**src/rtl/pipeif_fetch.sv**
```systemverilog
// pipeif_fetch: instruction-fetch stage with variable-latency imem, IF/ID register and delayed-branch redirect.
module pipeif_fetch (
    input  logic        clock,
    input  logic        reset,
    input  logic        wpcir,
    input  logic [1:0]  pcsource,
    input  logic [31:0] bpc,
    input  logic [31:0] da,
    input  logic [31:0] jpc,
    output logic        imem_req,
    output logic [31:0] imem_addr,
    input  logic        imem_ack,
    input  logic [31:0] imem_rdata,
    output logic [31:0] inst,
    output logic [31:0] dpc4,
    output logic        dvalid,
    output logic [31:0] pc
);
    typedef enum logic {FETCH, HOLD} state_t;
    state_t state, state_next;
    logic [31:0] hbuf, redir_pc, pc4, target, npc;
    logic redir, honour, advance, park, bubble;
    always_comb begin
        pc4        = pc + 32'd4;
        honour     = wpcir && dvalid && (pcsource != 2'b00);
        target     = pcsource == 2'b01 ? bpc : pcsource == 2'b10 ? da : jpc;
        advance    = wpcir && (state == HOLD || imem_ack);
        npc        = honour ? target : redir ? redir_pc : pc4;
        park       = state == FETCH && imem_ack && !wpcir;
        bubble     = state == FETCH && !imem_ack && wpcir;
        state_next = advance ? FETCH : park ? HOLD : state;
        imem_req   = state == FETCH;
        imem_addr  = pc;
    end
    always_ff @(posedge clock) begin
        if (reset) state <= FETCH;
        else       state <= state_next;
    end
    always_ff @(posedge clock) begin
        if (reset) begin
            pc       <= '0;
            inst     <= '0;
            dpc4     <= '0;
            dvalid   <= 1'b0;
            redir    <= 1'b0;
            redir_pc <= '0;
            hbuf     <= '0;
        end else if (advance) begin
            inst   <= state == HOLD ? hbuf : imem_rdata;
            dpc4   <= pc4;
            dvalid <= 1'b1;
            pc     <= npc;
            redir  <= 1'b0;
        end else begin
            if (park) hbuf <= imem_rdata;
            if (bubble) begin
                inst   <= '0;
                dvalid <= 1'b0;
            end
            // a branch resolved while its delay slot is still in flight is remembered for the next fetch
            if (honour) begin
                redir    <= 1'b1;
                redir_pc <= target;
            end
        end
    end
endmodule

```
**config.mk**
```make
export PLATFORM = sky130hd
export DESIGN_NAME = pipeif_fetch
export DESIGN_NICKNAME = d
export VERILOG_FILES = /design/src/rtl/pipeif_fetch.sv
export SDC_FILE = /design/constraint.sdc
export NUM_CORES = 1
export LEC_CHECK = 0
export BUFFER_PORTS_ARGS = -buffer_cell sky130_fd_sc_hd__buf_2
export CORE_MARGIN = 5
export CORE_UTILIZATION = 47
export CTS_CLUSTER_DIAMETER = 30
export DETAILED_ROUTE_END_ITERATION = 10
export PLACE_DENSITY_LB_ADDON = 0.08
export SLEW_MARGIN = 20
export SYNTH_ARGS = -nofsm -noshare
export SYNTH_HDL_FRONTEND = slang
export SYNTH_SLANG_ARGS = --single-unit
```
**constraint.sdc**
```tcl
create_clock -name clock -period 2 [get_ports clock]
set_input_delay 0 -clock clock [delete_from_list [all_inputs] [get_ports clock]]
set_output_delay 0 -clock clock [all_outputs]
set_load 0.01 [all_outputs]
```
# After elaboration in Yosys (flattened, before gate mapping)
# Cells that the tools add are included.
# totals
input_bits	134
wordCells	37
regBits	163
out_inout_bits	130
# op_classes
bitwise_logic	2
add_sub_neg	1
reduce_logical	15
n_eq_ne	2
n_mux	9
# ops
op	n
$mux 32	7
$add 32x3->32 const B	1
$logic_and 1x1->1	7
$reduce_and 2->1	2
$reduce_bool 2->1	2
$eq 2x1->1 const B	1
$eq 2x2->1 const B	1
$logic_not 1->1	2
$mux 1	2
$not 1->1	2
$reduce_or 2->1	1
$logic_or 1x1->1	1

# Depth between registers and ports, before layout
# Gate-level depths: netlist of run 1.
# depth
word_depth	5
mapped_depth	8
depth_no_buf	6

# Least setup slack after synthesis of run 1
# Ideal clock, no wire load.
# synth_path
path_kind	flip-flop to flip-flop
from	reg pc[10], in the netlist imem_addr[10]
to	reg dpc4[27]
period_less_slack_ns	2.072
setup_ns	0.088
n_path_buf	2
t_arrival_ns	1.985
required_time_ns	1.912
slack_ns	-0.072
stages_incl_launch_ff	8
path_cell_list	dfxtp_1 buf_2 nand4_4 or4_4 buf_6 nor4_4 nor3_1 nor4_2
# synth_between
elab_chain_len	1
# synth_lines
item	line	source
start: declaration	17	output logic [31:0] pc
start signal: assignment	52	pc <= npc;
$add 32x3->32	24	pc4 = pc + 32'd4;
end signal: assignment	50	dpc4 <= pc4;
end: declaration	15	output logic [31:0] dpc4,
# No other way between the ends.
# A chain may end at the register's enable or synchronous reset.

# Final worst setup path of run 1
# layout_path
from	reg pc[9], in the netlist imem_addr[9]
to	reg pc[25], in the netlist imem_addr[25]
# layout_between
elab_chain_len	3
# layout_lines
item	line	source
$add 32x3->32	24	
$mux 32 (2 in series)	28	npc = honour ? target : redir ? redir_pc : pc4;
# No other way between the ends.

==> run_summary.xml, run 1 <==
<?xml version="1.0" encoding="UTF-8"?>
<metrics>
  <group name="timing">
    <metric name="fin_tns_setup" unit="ns">0</metric>
    <metric name="min_period_over_period" unit="%">93.49</metric>
    <metric name="max_slew.worst_pin.slew" unit="ns">0.6264</metric>
    <metric name="relSlewSlack" unit="%">57.99</metric>
    <metric name="finalMaxSlewViolations" unit="">0</metric>
    <metric name="report.final.setup_viol" unit="">0</metric>
    <metric name="timing.final.hold_violations" unit="">0</metric>
    <metric name="fmax" unit="MHz">534.8</metric>
    <metric name="period_needed" unit="ns">1.870</metric>
    <metric name="finalClockSkew" unit="ns">0.01379</metric>
    <metric name="grt_setup_unrepaired" unit="">false</metric>
  </group>
  <group name="setup_path">
    <metric name="critPathArrivalTime" unit="ns">2.20</metric>
    <metric name="cp-startpoint" unit="">imem_addr[9]$_SDFFE_PP0P_</metric>
    <metric name="cp_max_fo" unit="">11</metric>
    <metric name="crit_path_end_kind" unit="">flip-flop</metric>
    <metric name="r2r-start" unit="">imem_addr[9]$_SDFFE_PP0P_</metric>
    <metric name="worst_setup_path_start_kind" unit="">flip-flop</metric>
    <metric name="worst-endpoint-required" unit="ns">2.33</metric>
    <metric name="timing.setup.critical_path_class" unit="">flip-flop to flip-flop</metric>
  </group>
  <group name="logic_synthesis">
    <metric name="post_synth_inst_count" unit="">1039</metric>
    <metric name="async_reset_ff_share" unit="%">0</metric>
    <metric name="top_cells_by_area_in_the_synthesized_netlist" unit="">sky130_fd_sc_hd__dfxtp_1 (39%), sky130_fd_sc_hd__mux2i_1 (8.0%), sky130_fd_sc_hd__nand2_1 (6.9%), sky130_fd_sc_hd__a211oi_1 (6.3%), sky130_fd_sc_hd__a21oi_1 (5.6%)</metric>
    <metric name="yosysSeqAreaShare" unit="%">39.04</metric>
    <metric name="postSynthNetCount" unit="">1174</metric>
    <metric name="ys_seq_elements" unit="">163</metric>
    <metric name="synthesis.yosys.warnings" unit="">0</metric>
    <metric name="syn-cell-area" unit="sq um">8359</metric>
    <metric name="yosys.area.top_type" unit="">sky130_fd_sc_hd__dfxtp_1</metric>
    <metric name="yosys.cell_types.count" unit="">60</metric>
    <metric name="post_synth.cell_area_avg" unit="sq um">8.045</metric>
    <metric name="ys_dominant_reg_cell" unit="">sky130_fd_sc_hd__dfxtp_1</metric>
    <metric name="yosysTopAreaCellShare" unit="%">39.04</metric>
    <metric name="synth-edff-count" unit="">0</metric>
  </group>
  <group name="floorplanning">
    <metric name="core_region_area" unit="sq um">17360</metric>
    <metric name="chipWidth" unit="um">143.4</metric>
    <metric name="ios" unit="">264</metric>
    <metric name="die_area" unit="sq um">20550</metric>
    <metric name="core.rowCount" unit="">48</metric>
    <metric name="start_util" unit="%">48.16</metric>
    <metric name="overall_die_height" unit="um">143.4</metric>
  </group>
  <group name="route">
    <metric name="detail_route.wirelength" unit="um">26840</metric>
    <metric name="drt_first_iter_violations" unit="">587</metric>
    <metric name="route.vias.total" unit="">8467</metric>
    <metric name="wl_per_cell" unit="um">17.38</metric>
    <metric name="drc" unit="">0</metric>
    <metric name="detail-route-antenna-nets" unit="">0</metric>
    <metric name="drtPass1Iterations" unit="">5</metric>
    <metric name="average_via_count_per_standard_cell" unit="">5.484</metric>
  </group>
  <group name="min_path">
    <metric name="holdCritStartpoint" unit="">da[15]</metric>
    <metric name="worstHoldPathType" unit="">input port to flip-flop</metric>
  </group>
  <group name="clock_network">
    <metric name="cts_inserted_buffers" unit="">17</metric>
    <metric name="clk_pin_slew_worst_paths" unit="ns">0.06</metric>
    <metric name="cts_tree" unit="">done</metric>
    <metric name="clk_path_buf_depth" unit="">2</metric>
    <metric name="cts.sink_count" unit="">163</metric>
    <metric name="h_tree_levels" unit="">4</metric>
    <metric name="clock_insertion_delay_worst_skew" unit="ns">0.42</metric>
    <metric name="clockRootBuffer" unit="">sky130_fd_sc_hd__clkbuf_16</metric>
  </group>
  <group name="finish">
    <metric name="final_net_count" unit="">1441</metric>
    <metric name="area_growth_syn_to_layout" unit="%">30.31</metric>
    <metric name="final_common_cell" unit="">sky130_fd_sc_hd__buf_2</metric>
    <metric name="final_layout_size_suffix_gt1_share" unit="%">30.50</metric>
    <metric name="layout_common_cells" unit="">sky130_fd_sc_hd__buf_2 (261), sky130_fd_sc_hd__nand2_1 (154), sky130_fd_sc_hd__dfxtp_1 (153), sky130_fd_sc_hd__nor2_1 (95), sky130_fd_sc_hd__a21oi_1 (93)</metric>
    <metric name="final-instance-count-excl-fill" unit="">1544</metric>
  </group>
  <group name="global_route">
    <metric name="number_of_global_route_vias_before_repair" unit="">7743</metric>
    <metric name="grt_start_max_net_pins" unit="">79</metric>
    <metric name="grt-busiest-layer" unit="">met2</metric>
    <metric name="grt_overflow_total" unit="">0</metric>
    <metric name="met2_use_gr" unit="%">37.51</metric>
    <metric name="grt_antenna_before_repair" unit="">0</metric>
    <metric name="globalRouteMet1Util" unit="%">37.32</metric>
    <metric name="wire_length_of_the_first_global_routing_pass" unit="um">41310</metric>
    <metric name="grt_util_met3" unit="%">6.057</metric>
    <metric name="total_track_usage" unit="%">25.21</metric>
  </group>
  <group name="power_and_ir_drop">
    <metric name="p_leak" unit="uW">0.004685</metric>
    <metric name="maximum_vdd_drop" unit="uV">615.6</metric>
    <metric name="power.density" unit="nW/um^2">729.0</metric>
  </group>
  <group name="placed_design">
    <metric name="gpl.final_weighted_congestion" unit="">0.8843</metric>
    <metric name="post_dp_hpwl" unit="um">19550</metric>
    <metric name="numPlacedInstances" unit="">1474</metric>
    <metric name="placement.io_buffers" unit="">263</metric>
  </group>
  <group name="flow_run">
    <metric name="maxCapViolCount" unit="">0</metric>
  </group>
  <group name="run_status">
    <metric name="status" unit="">complete, no violations</metric>
  </group>
</metrics>
cells by family after synthesis:
| kind of cell | share of synthesized area (%) |
|---|---|
| xor gates and xnor gates | 2.619 |
| and+or+nand+nor | 20.04 |
| AOI/OAI and AO/OA | 21.10 |
| muxes | 9.235 |
| DFF | 39.04 |
| adders and majority gates | 0.1497 |
| buffers and inverters | 7.813 |
where the power goes:
group	switching [uW]	internal, uW	total [uW]	leakage, uW
registers	95.2	3400	3490	0.00133
logic	744	566	1310	0.00308
clock network	1380	1760	3140	0.000271
total	2220	5730	7940	0.00469
through the flow:
step / power (uW) / utilization [%] / setup slack (ns) / cell area [sq um] / hold slack [ns]
final: 7941 / 62.76 / 0.1302 / 10890 / 0.05387
after global routing: 8300 / 62.75 / 0.02683 / 10890 / 0.07024
after CTS: 8005 / 62.48 / 0.06982 / 10840 / 0.04708
after detailed placement: 4815 / 57.26 / 0.08473 / 9938 / 0.2586
after global placement: 4798 / 57.26 / 0.1384 / 9938 / 0.2516
after floorplan: 4296 / - / 0.002284 / 8379 / 0.1360
worst max-delay path, cell delays in order, from the launching register on:
cell and delay (ns):
sky130_fd_sc_hd__dfxtp_1 0.34, sky130_fd_sc_hd__nand4_1 0.14, sky130_fd_sc_hd__buf_4 0.21, sky130_fd_sc_hd__nor4_2 0.31, sky130_fd_sc_hd__buf_4 0.19, sky130_fd_sc_hd__buf_4 0.12
sky130_fd_sc_hd__and2_1 0.15, sky130_fd_sc_hd__o211ai_1 0.10, sky130_fd_sc_hd__a211oi_1 0.22
layer usage:
layer  wire length, um  vias up
li1                  -     4195
met1             12480     3890
met2             11780      357
met3              2286       25
met4               297        0
met5                 0        -
synth_stat cells (3+ instances only):
cell                       count
sky130_fd_sc_hd__dfxtp_1     163
sky130_fd_sc_hd__nand2_1     154
sky130_fd_sc_hd__nor2_1       97
sky130_fd_sc_hd__a21oi_1      93
sky130_fd_sc_hd__a211oi_1     70
sky130_fd_sc_hd__mux2i_1      67
sky130_fd_sc_hd__clkbuf_1     65
sky130_fd_sc_hd__o21ai_0      60
sky130_fd_sc_hd__buf_4        38
sky130_fd_sc_hd__nor3_1       24
sky130_fd_sc_hd__nand3_1      22
sky130_fd_sc_hd__nor2b_1      17
sky130_fd_sc_hd__xnor2_1      15
sky130_fd_sc_hd__a22oi_1      13
sky130_fd_sc_hd__inv_1        10
sky130_fd_sc_hd__xor2_1       10
sky130_fd_sc_hd__buf_1         9
sky130_fd_sc_hd__mux2_2        9
sky130_fd_sc_hd__o22ai_1       9
sky130_fd_sc_hd__nand4_1       8
sky130_fd_sc_hd__o211ai_1      8
sky130_fd_sc_hd__and3_1        7
sky130_fd_sc_hd__nor4_1        6
sky130_fd_sc_hd__buf_2         5
sky130_fd_sc_hd__a221oi_1      4
sky130_fd_sc_hd__and2_1        4
sky130_fd_sc_hd__or3_1         4
sky130_fd_sc_hd__a21o_1        3
sky130_fd_sc_hd__nor3b_1       3
sky130_fd_sc_hd__nor4_2        3
sky130_fd_sc_hd__o32ai_1       3
cell type report:
class / instances / area [sq um]
antenna: 1 / 2.502
clock buffer: 18 / 439.2
clock inverter: 13 / 126.4
fill: 1626 / 6464
inverter: 10 / 37.54
multi-input combinational: 746 / 4473
sequential: 163 / 3276
tap: 225 / 281.5
timing repair buffer: 368 / 2257
state kept, by name, summed over array words and instances (netlist names):
name       count
redir          1
dpc4          32
inst          32
hbuf          32
dvalid         1
imem_addr     32
redir_pc      32
state          1
final timing paths:
check / endpoint / slack [ns] / cells after the start
worst min-delay path: redir_pc[15]$_SDFFE_PP0P_ / 0.05 / 5
worst min register to register: inst[4]$_SDFFE_PP0P_ / 0.44 / 2
worst max register to register: imem_addr[25]$_SDFFE_PP0P_ / 0.13 / 8
worst max-delay path: imem_addr[25]$_SDFFE_PP0P_ / 0.13 / 8
repair_timing:
action / CTS / global route
hold buffers: 34 / 0
gates resized for setup: 0 / 4
hold endpoints to repair: 75 / 0
endpoints found under the setup margin: 0 / 5
setup buffers: 0 / 4
Power figures use the tool's default switching activity.
==> run 2: changes to the inputs <==
--- a/config.mk
+++ b/config.mk
@@ -6,10 +6,12 @@
 export NUM_CORES = 1
 export LEC_CHECK = 0
 export BUFFER_PORTS_ARGS = -buffer_cell sky130_fd_sc_hd__buf_2
+export CORE_ASPECT_RATIO = 0.5
 export CORE_MARGIN = 5
 export CORE_UTILIZATION = 47
 export CTS_CLUSTER_DIAMETER = 30
 export DETAILED_ROUTE_END_ITERATION = 10
+export HOLD_SLACK_MARGIN = 0.02
 export PLACE_DENSITY_LB_ADDON = 0.08
 export SLEW_MARGIN = 20
 export SYNTH_ARGS = -nofsm -noshare
==> run_summary.xml, run 2 (synthesis gave the netlist of run 1 again) <==
<?xml version="1.0" encoding="UTF-8"?>
<metrics>
  <group name="run_status">
    <metric name="status" unit="">complete, no violations</metric>
  </group>
  <group name="global_route">
    <metric name="total_track_usage" unit="%">25.62</metric>
    <metric name="number_of_global_route_vias_before_repair" unit="">7987</metric>
    <metric name="grt_util_met3" unit="%">7.184</metric>
    <metric name="grt_antenna_before_repair" unit="">5</metric>
    <metric name="wire_length_of_the_first_global_routing_pass" unit="um">42690</metric>
    <metric name="globalRouteMet1Util" unit="%">36.60</metric>
    <metric name="met2_use_gr" unit="%">37.69</metric>
    <metric name="grt_start_max_net_pins" unit="">129</metric>
    <metric name="grt_overflow_total" unit="">0</metric>
    <metric name="grt-busiest-layer" unit="">met2</metric>
  </group>
  <group name="power_and_ir_drop">
    <metric name="net-switching-power" unit="uW">2195</metric>
    <metric name="p_leak" unit="uW">0.004673</metric>
    <metric name="power.density" unit="nW/um^2">756.0</metric>
    <metric name="p_seq_share" unit="%">42.4</metric>
    <metric name="maximum_vdd_drop" unit="uV">631.9</metric>
    <metric name="internal_power" unit="uW">6080</metric>
    <metric name="clock_power_share" unit="%">42.0</metric>
    <metric name="combinationalPowerShare" unit="%">15.6</metric>
    <metric name="switching_share_of_total_power" unit="%">26.52</metric>
  </group>
  <group name="min_path">
    <metric name="timing.hold.worst_endpoint" unit="">redir_pc[13]$_SDFFE_PP0P_</metric>
    <metric name="holdCritStartpoint" unit="">jpc[13]</metric>
    <metric name="worstHoldPathType" unit="">input port to flip-flop</metric>
    <metric name="timing.hold.worst_path_depth" unit="">5</metric>
  </group>
  <group name="clock_network">
    <metric name="cts_tree" unit="">done</metric>
    <metric name="cts.sink_count" unit="">163</metric>
    <metric name="clk_pin_slew_worst_paths" unit="ns">0.07</metric>
    <metric name="clock_insertion_delay_worst_skew" unit="ns">0.43</metric>
    <metric name="clockRootBuffer" unit="">sky130_fd_sc_hd__clkbuf_16</metric>
    <metric name="cts_inserted_buffers" unit="">17</metric>
    <metric name="h_tree_levels" unit="">4</metric>
    <metric name="clk_path_buf_depth" unit="">2</metric>
  </group>
  <group name="finish">
    <metric name="final_common_cell" unit="">sky130_fd_sc_hd__buf_2</metric>
    <metric name="postLayoutCoreUtil" unit="%">62.91</metric>
    <metric name="area_growth_syn_to_layout" unit="%">30.94</metric>
    <metric name="final_layout_size_suffix_gt1_share" unit="%">30.37</metric>
    <metric name="final_net_count" unit="">1431</metric>
    <metric name="layout_common_cells" unit="">sky130_fd_sc_hd__buf_2 (261), sky130_fd_sc_hd__nand2_1 (154), sky130_fd_sc_hd__dfxtp_1 (152), sky130_fd_sc_hd__nor2_1 (95), sky130_fd_sc_hd__a21oi_1 (93)</metric>
  </group>
  <group name="floorplanning">
    <metric name="ios" unit="">264</metric>
    <metric name="overall_die_height" unit="um">104.3</metric>
    <metric name="core.rowCount" unit="">34</metric>
    <metric name="die_area" unit="sq um">20710</metric>
    <metric name="chipWidth" unit="um">198.6</metric>
    <metric name="start_util" unit="%">48.04</metric>
    <metric name="core_region_area" unit="sq um">17400</metric>
  </group>
  <group name="placed_design">
    <metric name="post_dp_hpwl" unit="um">19640</metric>
    <metric name="placement.io_buffers" unit="">263</metric>
    <metric name="gpl.final_weighted_congestion" unit="">0.9457</metric>
  </group>
  <group name="timing">
    <metric name="grt_setup_unrepaired" unit="">true</metric>
    <metric name="min_period_over_period" unit="%">97.55</metric>
    <metric name="max_slew.worst_pin.slew" unit="ns">0.6444</metric>
    <metric name="finalMaxSlewViolations" unit="">0</metric>
    <metric name="finalClockSkew" unit="ns">0.01125</metric>
    <metric name="report.final.setup_viol" unit="">0</metric>
    <metric name="fin_worst_hold_slack" unit="ns">0.03583</metric>
    <metric name="relSlewSlack" unit="%">56.58</metric>
    <metric name="fmax" unit="MHz">512.6</metric>
    <metric name="period_needed" unit="ns">1.951</metric>
    <metric name="timing.final.hold_violations" unit="">0</metric>
  </group>
  <group name="route">
    <metric name="detail_route.wirelength" unit="um">27710</metric>
    <metric name="drc" unit="">0</metric>
    <metric name="drt_first_iter_violations" unit="">687</metric>
    <metric name="drtPass1Iterations" unit="">5</metric>
    <metric name="detail-route-antenna-nets" unit="">0</metric>
    <metric name="average_via_count_per_standard_cell" unit="">5.572</metric>
    <metric name="route.vias.total" unit="">8608</metric>
    <metric name="wl_per_cell" unit="um">17.93</metric>
  </group>
  <group name="setup_path">
    <metric name="critPathArrivalTime" unit="ns">2.23</metric>
    <metric name="worst_path_bufs_invs" unit="">0</metric>
    <metric name="worst-r2r-setup-slack" unit="ns">0.05</metric>
    <metric name="cp_max_fo" unit="">7</metric>
    <metric name="worst_setup_path_start_kind" unit="">flip-flop</metric>
    <metric name="r2r-start" unit="">imem_addr[5]$_SDFFE_PP0P_</metric>
    <metric name="timing.setup.critical_path_class" unit="">flip-flop to flip-flop</metric>
    <metric name="reg2reg_depth" unit="">5</metric>
    <metric name="path_delay_family" unit="">simple AND/OR/NAND/NOR gates</metric>
    <metric name="critical_path_depth" unit="">5</metric>
    <metric name="r2r_end" unit="">imem_addr[23]$_SDFFE_PP0P_</metric>
    <metric name="worst-endpoint-required" unit="ns">2.28</metric>
    <metric name="crit_path_end_kind" unit="">flip-flop</metric>
    <metric name="crit_path_cell_trace" unit="">nand4_2 -&gt; or4_4 -&gt; o31a_1 -&gt; o21ai_1 -&gt; a211oi_2</metric>
    <metric name="critPathSlowestCell" unit="">sky130_fd_sc_hd__or4_4</metric>
    <metric name="slowest_delay" unit="ns">0.65</metric>
  </group>
  <group name="flow_run">
    <metric name="maxCapViolCount" unit="">0</metric>
  </group>
</metrics>
## run 2: changes by cell type in the layout (fill, tap and decap cells not counted), sizes merged
cell,change
buf,-10
bufinv,+3
clkbuf,+1
clkinv,-2
diode,+3
inv,-3
## run 2: what timing repair did
item / in CTS / in global routing
gates resized for setup: 1 / 14
pin swaps: 0 / 3
hold buffers: 34 / 0
hold endpoints to repair: 66 / 0
endpoints found under the setup margin: 1 / 29
buffers inserted: 0 / 3
## run 2: power by group through the flow
stage	combinational, uW	clock [uW]	sequential [uW]
after CTS	1280	3530	3500
after global routing	1410	3670	3520
after global placement	1210	0	3570
after floorplan	676	0	3620
after detailed placement	1230	0	3580
final	1290	3480	3510
## run 2: how the worst max path moves through the flow
stage,from,end
after global placement,imem_addr[2]$_SDFFE_PP0P_,imem_addr[18]$_SDFFE_PP0P_
after floorplan,imem_addr[13]$_SDFFE_PP0P_,dpc4[27]$_SDFFE_PP0P_
after CTS,imem_addr[2]$_SDFFE_PP0P_,imem_addr[18]$_SDFFE_PP0P_
after detailed placement,imem_addr[2]$_SDFFE_PP0P_,imem_addr[18]$_SDFFE_PP0P_
final,imem_addr[5]$_SDFFE_PP0P_,imem_addr[23]$_SDFFE_PP0P_
after global routing,imem_addr[5]$_SDFFE_PP0P_,dpc4[27]$_SDFFE_PP0P_
## run 2: metal layers
metal / up-vias / routed length, um
met5: - / 7
met4: 2 / 465
met1: 4054 / 12850
met2: 331 / 12060
li1: 4184 / -
met3: 37 / 2328
## run 2: area by class of cell
cell class              instances  area [sq um]
flip-flops and latches        163          3279
clock buffers                  19         442.9
diodes                          4         10.01
multi-input cells             746          4503
inverters                      10         37.54
repair buffers                358          2202
clock inverters                11         177.7
fillers                      1585          6454
well taps                     234         292.8
## run 2: worst reg2reg max path, delay by kind of cell (launching register included)
kind | cells | cell delay (ns)
compound gates | 3 | 0.63
simple gates | 2 | 0.78
flops | 1 | 0.40
## run 2: metrics by stage
step / total power [uW] / worst slack (ns) / std cells / instance area (sq um) / setup TNS (ns)
floorplan: 4296 / 0.002284 / 1039 / 8379 / 0
global placement: 4782 / 0.06423 / 1474 / 9894 / 0
detailed placement: 4801 / 0.02857 / 1474 / 9894 / 0
CTS: 8313 / 0.02915 / 1538 / 10860 / 0
global route: 8609 / -0.01401 / 1545 / 10950 / -0.02622
finish: 8274 / 0.04907 / 1545 / 10950 / 0
==> run 3: changes to the inputs <==
--- a/config.mk
+++ b/config.mk
@@ -8,11 +8,12 @@
 export BUFFER_PORTS_ARGS = -buffer_cell sky130_fd_sc_hd__buf_2
 export CORE_ASPECT_RATIO = 0.5
 export CORE_MARGIN = 5
-export CORE_UTILIZATION = 47
+export CORE_UTILIZATION = 56
 export CTS_CLUSTER_DIAMETER = 30
 export DETAILED_ROUTE_END_ITERATION = 10
 export HOLD_SLACK_MARGIN = 0.02
 export PLACE_DENSITY_LB_ADDON = 0.08
+export SKIP_CTS_REPAIR_TIMING = 1
 export SLEW_MARGIN = 20
 export SYNTH_ARGS = -nofsm -noshare
 export SYNTH_HDL_FRONTEND = slang
==> constraint.sdc (replaced) <==
create_clock -name clock -period 2.5 [get_ports clock]
set_input_delay 0 -clock clock [delete_from_list [all_inputs] [get_ports clock]]
set_output_delay 0 -clock clock [all_outputs]
set_load 0.1 [all_outputs]
==> run_summary.xml, run 3 (synthesis gave the netlist of run 1 again) <==
<?xml version="1.0" encoding="UTF-8"?>
<metrics>
  <group name="run_status">
    <metric name="status" unit="">complete, no violations</metric>
  </group>
  <group name="global_route">
    <metric name="total_track_usage" unit="%">27.93</metric>
    <metric name="grt_overflow_total" unit="">0</metric>
    <metric name="grt_start_max_net_pins" unit="">82</metric>
    <metric name="grt_antenna_before_repair" unit="">4</metric>
    <metric name="wire_length_of_the_first_global_routing_pass" unit="um">39430</metric>
    <metric name="number_of_global_route_vias_before_repair" unit="">7639</metric>
  </group>
  <group name="timing">
    <metric name="fmax" unit="MHz">454.6</metric>
    <metric name="max_slew.worst_pin.slew" unit="ns">0.8479</metric>
    <metric name="relSlewSlack" unit="%">43.47</metric>
    <metric name="report.final.setup_viol" unit="">0</metric>
    <metric name="finalMaxSlewViolations" unit="">0</metric>
    <metric name="period_needed" unit="ns">2.200</metric>
    <metric name="finalClockSkew" unit="ns">0.01012</metric>
    <metric name="grt_setup_unrepaired" unit="">false</metric>
    <metric name="fin_tns_setup" unit="ns">0</metric>
    <metric name="timing.final.hold_violations" unit="">0</metric>
    <metric name="min_period_over_period" unit="%">87.98</metric>
  </group>
  <group name="placed_design">
    <metric name="gpl.final_weighted_congestion" unit="">0.8731</metric>
    <metric name="post_dp_hpwl" unit="um">18530</metric>
    <metric name="placement.io_buffers" unit="">263</metric>
  </group>
  <group name="power_and_ir_drop">
    <metric name="clock_power_share" unit="%">36.0</metric>
    <metric name="internal_power" unit="uW">4542</metric>
    <metric name="power.density" unit="nW/um^2">681.4</metric>
    <metric name="maximum_vdd_drop" unit="uV">523.0</metric>
    <metric name="p_leak" unit="uW">0.004444</metric>
    <metric name="p_seq_share" unit="%">39.6</metric>
    <metric name="combinationalPowerShare" unit="%">24.4</metric>
    <metric name="switching_share_of_total_power" unit="%">36.38</metric>
    <metric name="net-switching-power" unit="uW">2597</metric>
  </group>
  <group name="clock_network">
    <metric name="cts_tree" unit="">done</metric>
    <metric name="clock_insertion_delay_worst_skew" unit="ns">0.43</metric>
    <metric name="clk_pin_slew_worst_paths" unit="ns">0.07</metric>
    <metric name="clk_path_buf_depth" unit="">2</metric>
    <metric name="clockRootBuffer" unit="">sky130_fd_sc_hd__clkbuf_16</metric>
    <metric name="cts_inserted_buffers" unit="">17</metric>
    <metric name="h_tree_levels" unit="">4</metric>
    <metric name="cts.sink_count" unit="">163</metric>
  </group>
  <group name="setup_path">
    <metric name="timing.setup.critical_path_class" unit="">flip-flop to flip-flop</metric>
    <metric name="worst_setup_path_start_kind" unit="">flip-flop</metric>
    <metric name="cp_max_fo" unit="">9</metric>
    <metric name="crit_path_end_kind" unit="">flip-flop</metric>
    <metric name="worst-endpoint-required" unit="ns">2.84</metric>
    <metric name="critPathArrivalTime" unit="ns">2.54</metric>
  </group>
  <group name="finish">
    <metric name="final_net_count" unit="">1398</metric>
    <metric name="number_of_inserted_diodes" unit="">0</metric>
    <metric name="layout_common_cells" unit="">sky130_fd_sc_hd__buf_2 (261), sky130_fd_sc_hd__nand2_1 (154), sky130_fd_sc_hd__dfxtp_1 (146), sky130_fd_sc_hd__nor2_1 (95), sky130_fd_sc_hd__a21oi_1 (93)</metric>
    <metric name="multi_input_area" unit="sq um">4457</metric>
    <metric name="postLayoutCoreUtil" unit="%">72.03</metric>
    <metric name="final_common_cell" unit="">sky130_fd_sc_hd__buf_2</metric>
    <metric name="area_growth_syn_to_layout" unit="%">25.33</metric>
    <metric name="seqCellArea" unit="sq um">3284</metric>
    <metric name="final_layout_size_suffix_gt1_share" unit="%">28.47</metric>
    <metric name="layout.filler_cells" unit="">1196</metric>
  </group>
  <group name="floorplanning">
    <metric name="core.rowCount" unit="">31</metric>
    <metric name="ios" unit="">264</metric>
    <metric name="core_region_area" unit="sq um">14550</metric>
    <metric name="start_util" unit="%">57.47</metric>
    <metric name="overall_die_height" unit="um">96.39</metric>
    <metric name="die_area" unit="sq um">17620</metric>
    <metric name="chipWidth" unit="um">182.8</metric>
  </group>
  <group name="flow_run">
    <metric name="maxCapViolCount" unit="">0</metric>
  </group>
  <group name="min_path">
    <metric name="worstHoldPathType" unit="">input port to flip-flop</metric>
  </group>
  <group name="route">
    <metric name="wl_per_cell" unit="um">18.41</metric>
    <metric name="drtPass1Iterations" unit="">5</metric>
    <metric name="detail-route-antenna-nets" unit="">0</metric>
    <metric name="drt_first_iter_violations" unit="">812</metric>
    <metric name="route.vias.total" unit="">8638</metric>
    <metric name="detail_route.wirelength" unit="um">27120</metric>
    <metric name="drc" unit="">0</metric>
    <metric name="average_via_count_per_standard_cell" unit="">5.864</metric>
  </group>
</metrics>
## run 3: cell count changes in the layout (fill, tap and decap cells not counted), sizes merged
cell,previous run,this run
clkinvlp,3,4
buf,324,291
bufinv,4,1
clkbuf,19,18
clkinv,2,3
diode,4,0
inv,12,15
## run 3: worst paths after layout
path / start / to / slack (ns) / depth (start not counted)
max reg2reg: imem_addr[2]$_SDFFE_PP0P_ / imem_addr[18]$_SDFFE_PP0P_ / 0.30 / 6
min: jpc[9] / redir_pc[9]$_SDFFE_PP0P_ / 0.05 / 5
min reg2reg: inst[4]$_SDFFE_PP0P_ / inst[4]$_SDFFE_PP0P_ / 0.45 / 2
max: imem_addr[2]$_SDFFE_PP0P_ / imem_addr[18]$_SDFFE_PP0P_ / 0.30 / 6
## run 3: power by group through the flow
stage                     Clock, uW  Sequential [uW]  Combinational (uW)
after global routing           2700             2840                1830
after detailed placement          0             2880                1690
after CTS                      2580             2820                1690
after global placement            0             2870                1670
final                          2570             2830                1740
after floorplan                   0             3470                 744
## run 3: routing by layer
metal,track usage (%),vias to the layer above,share of wire (%)
met5,0,-,0.19
met4,8.240,8,2.0
met3,7.367,55,9.8
met2,42.74,395,44
met1,39.13,4060,44
li1,-,4120,-
## run 3: final cells by class
type	count	share of cell area, %
inverters	10	0.3583
well taps	198	2.365
multi-input cells	746	42.54
clock inverters	13	1.206
flip-flops and latches	163	31.35
clock buffers	18	4.192
repair buffers	325	17.99
## run 3: per-stage QoR
stage,power [uW],area (sq um),instances,setup WS [ns],hold slack (ns)
6_report,7138,10480,1473,0.3004,0.04847
5_1_grt,7364,10480,1473,0.06681,0.09644
4_1_cts,7089,10140,1439,0.3611,-0.1913
3_5_place_dp,4564,9570,1408,0.3764,0.2580
3_3_place_gp,4541,9570,1408,0.4970,0.2525
2_1_floorplan,4211,8379,1039,0.02054,0.1360
## run 3: worst max-delay path, cell delays in order (launching register included)
cell and delay, ns:
sky130_fd_sc_hd__dfxtp_2 0.41, sky130_fd_sc_hd__ha_1 0.21, sky130_fd_sc_hd__nand3_1 0.34, sky130_fd_sc_hd__nor4_1 0.66, sky130_fd_sc_hd__nor3b_1 0.29, sky130_fd_sc_hd__a211oi_1 0.06
sky130_fd_sc_hd__o21ai_0 0.15
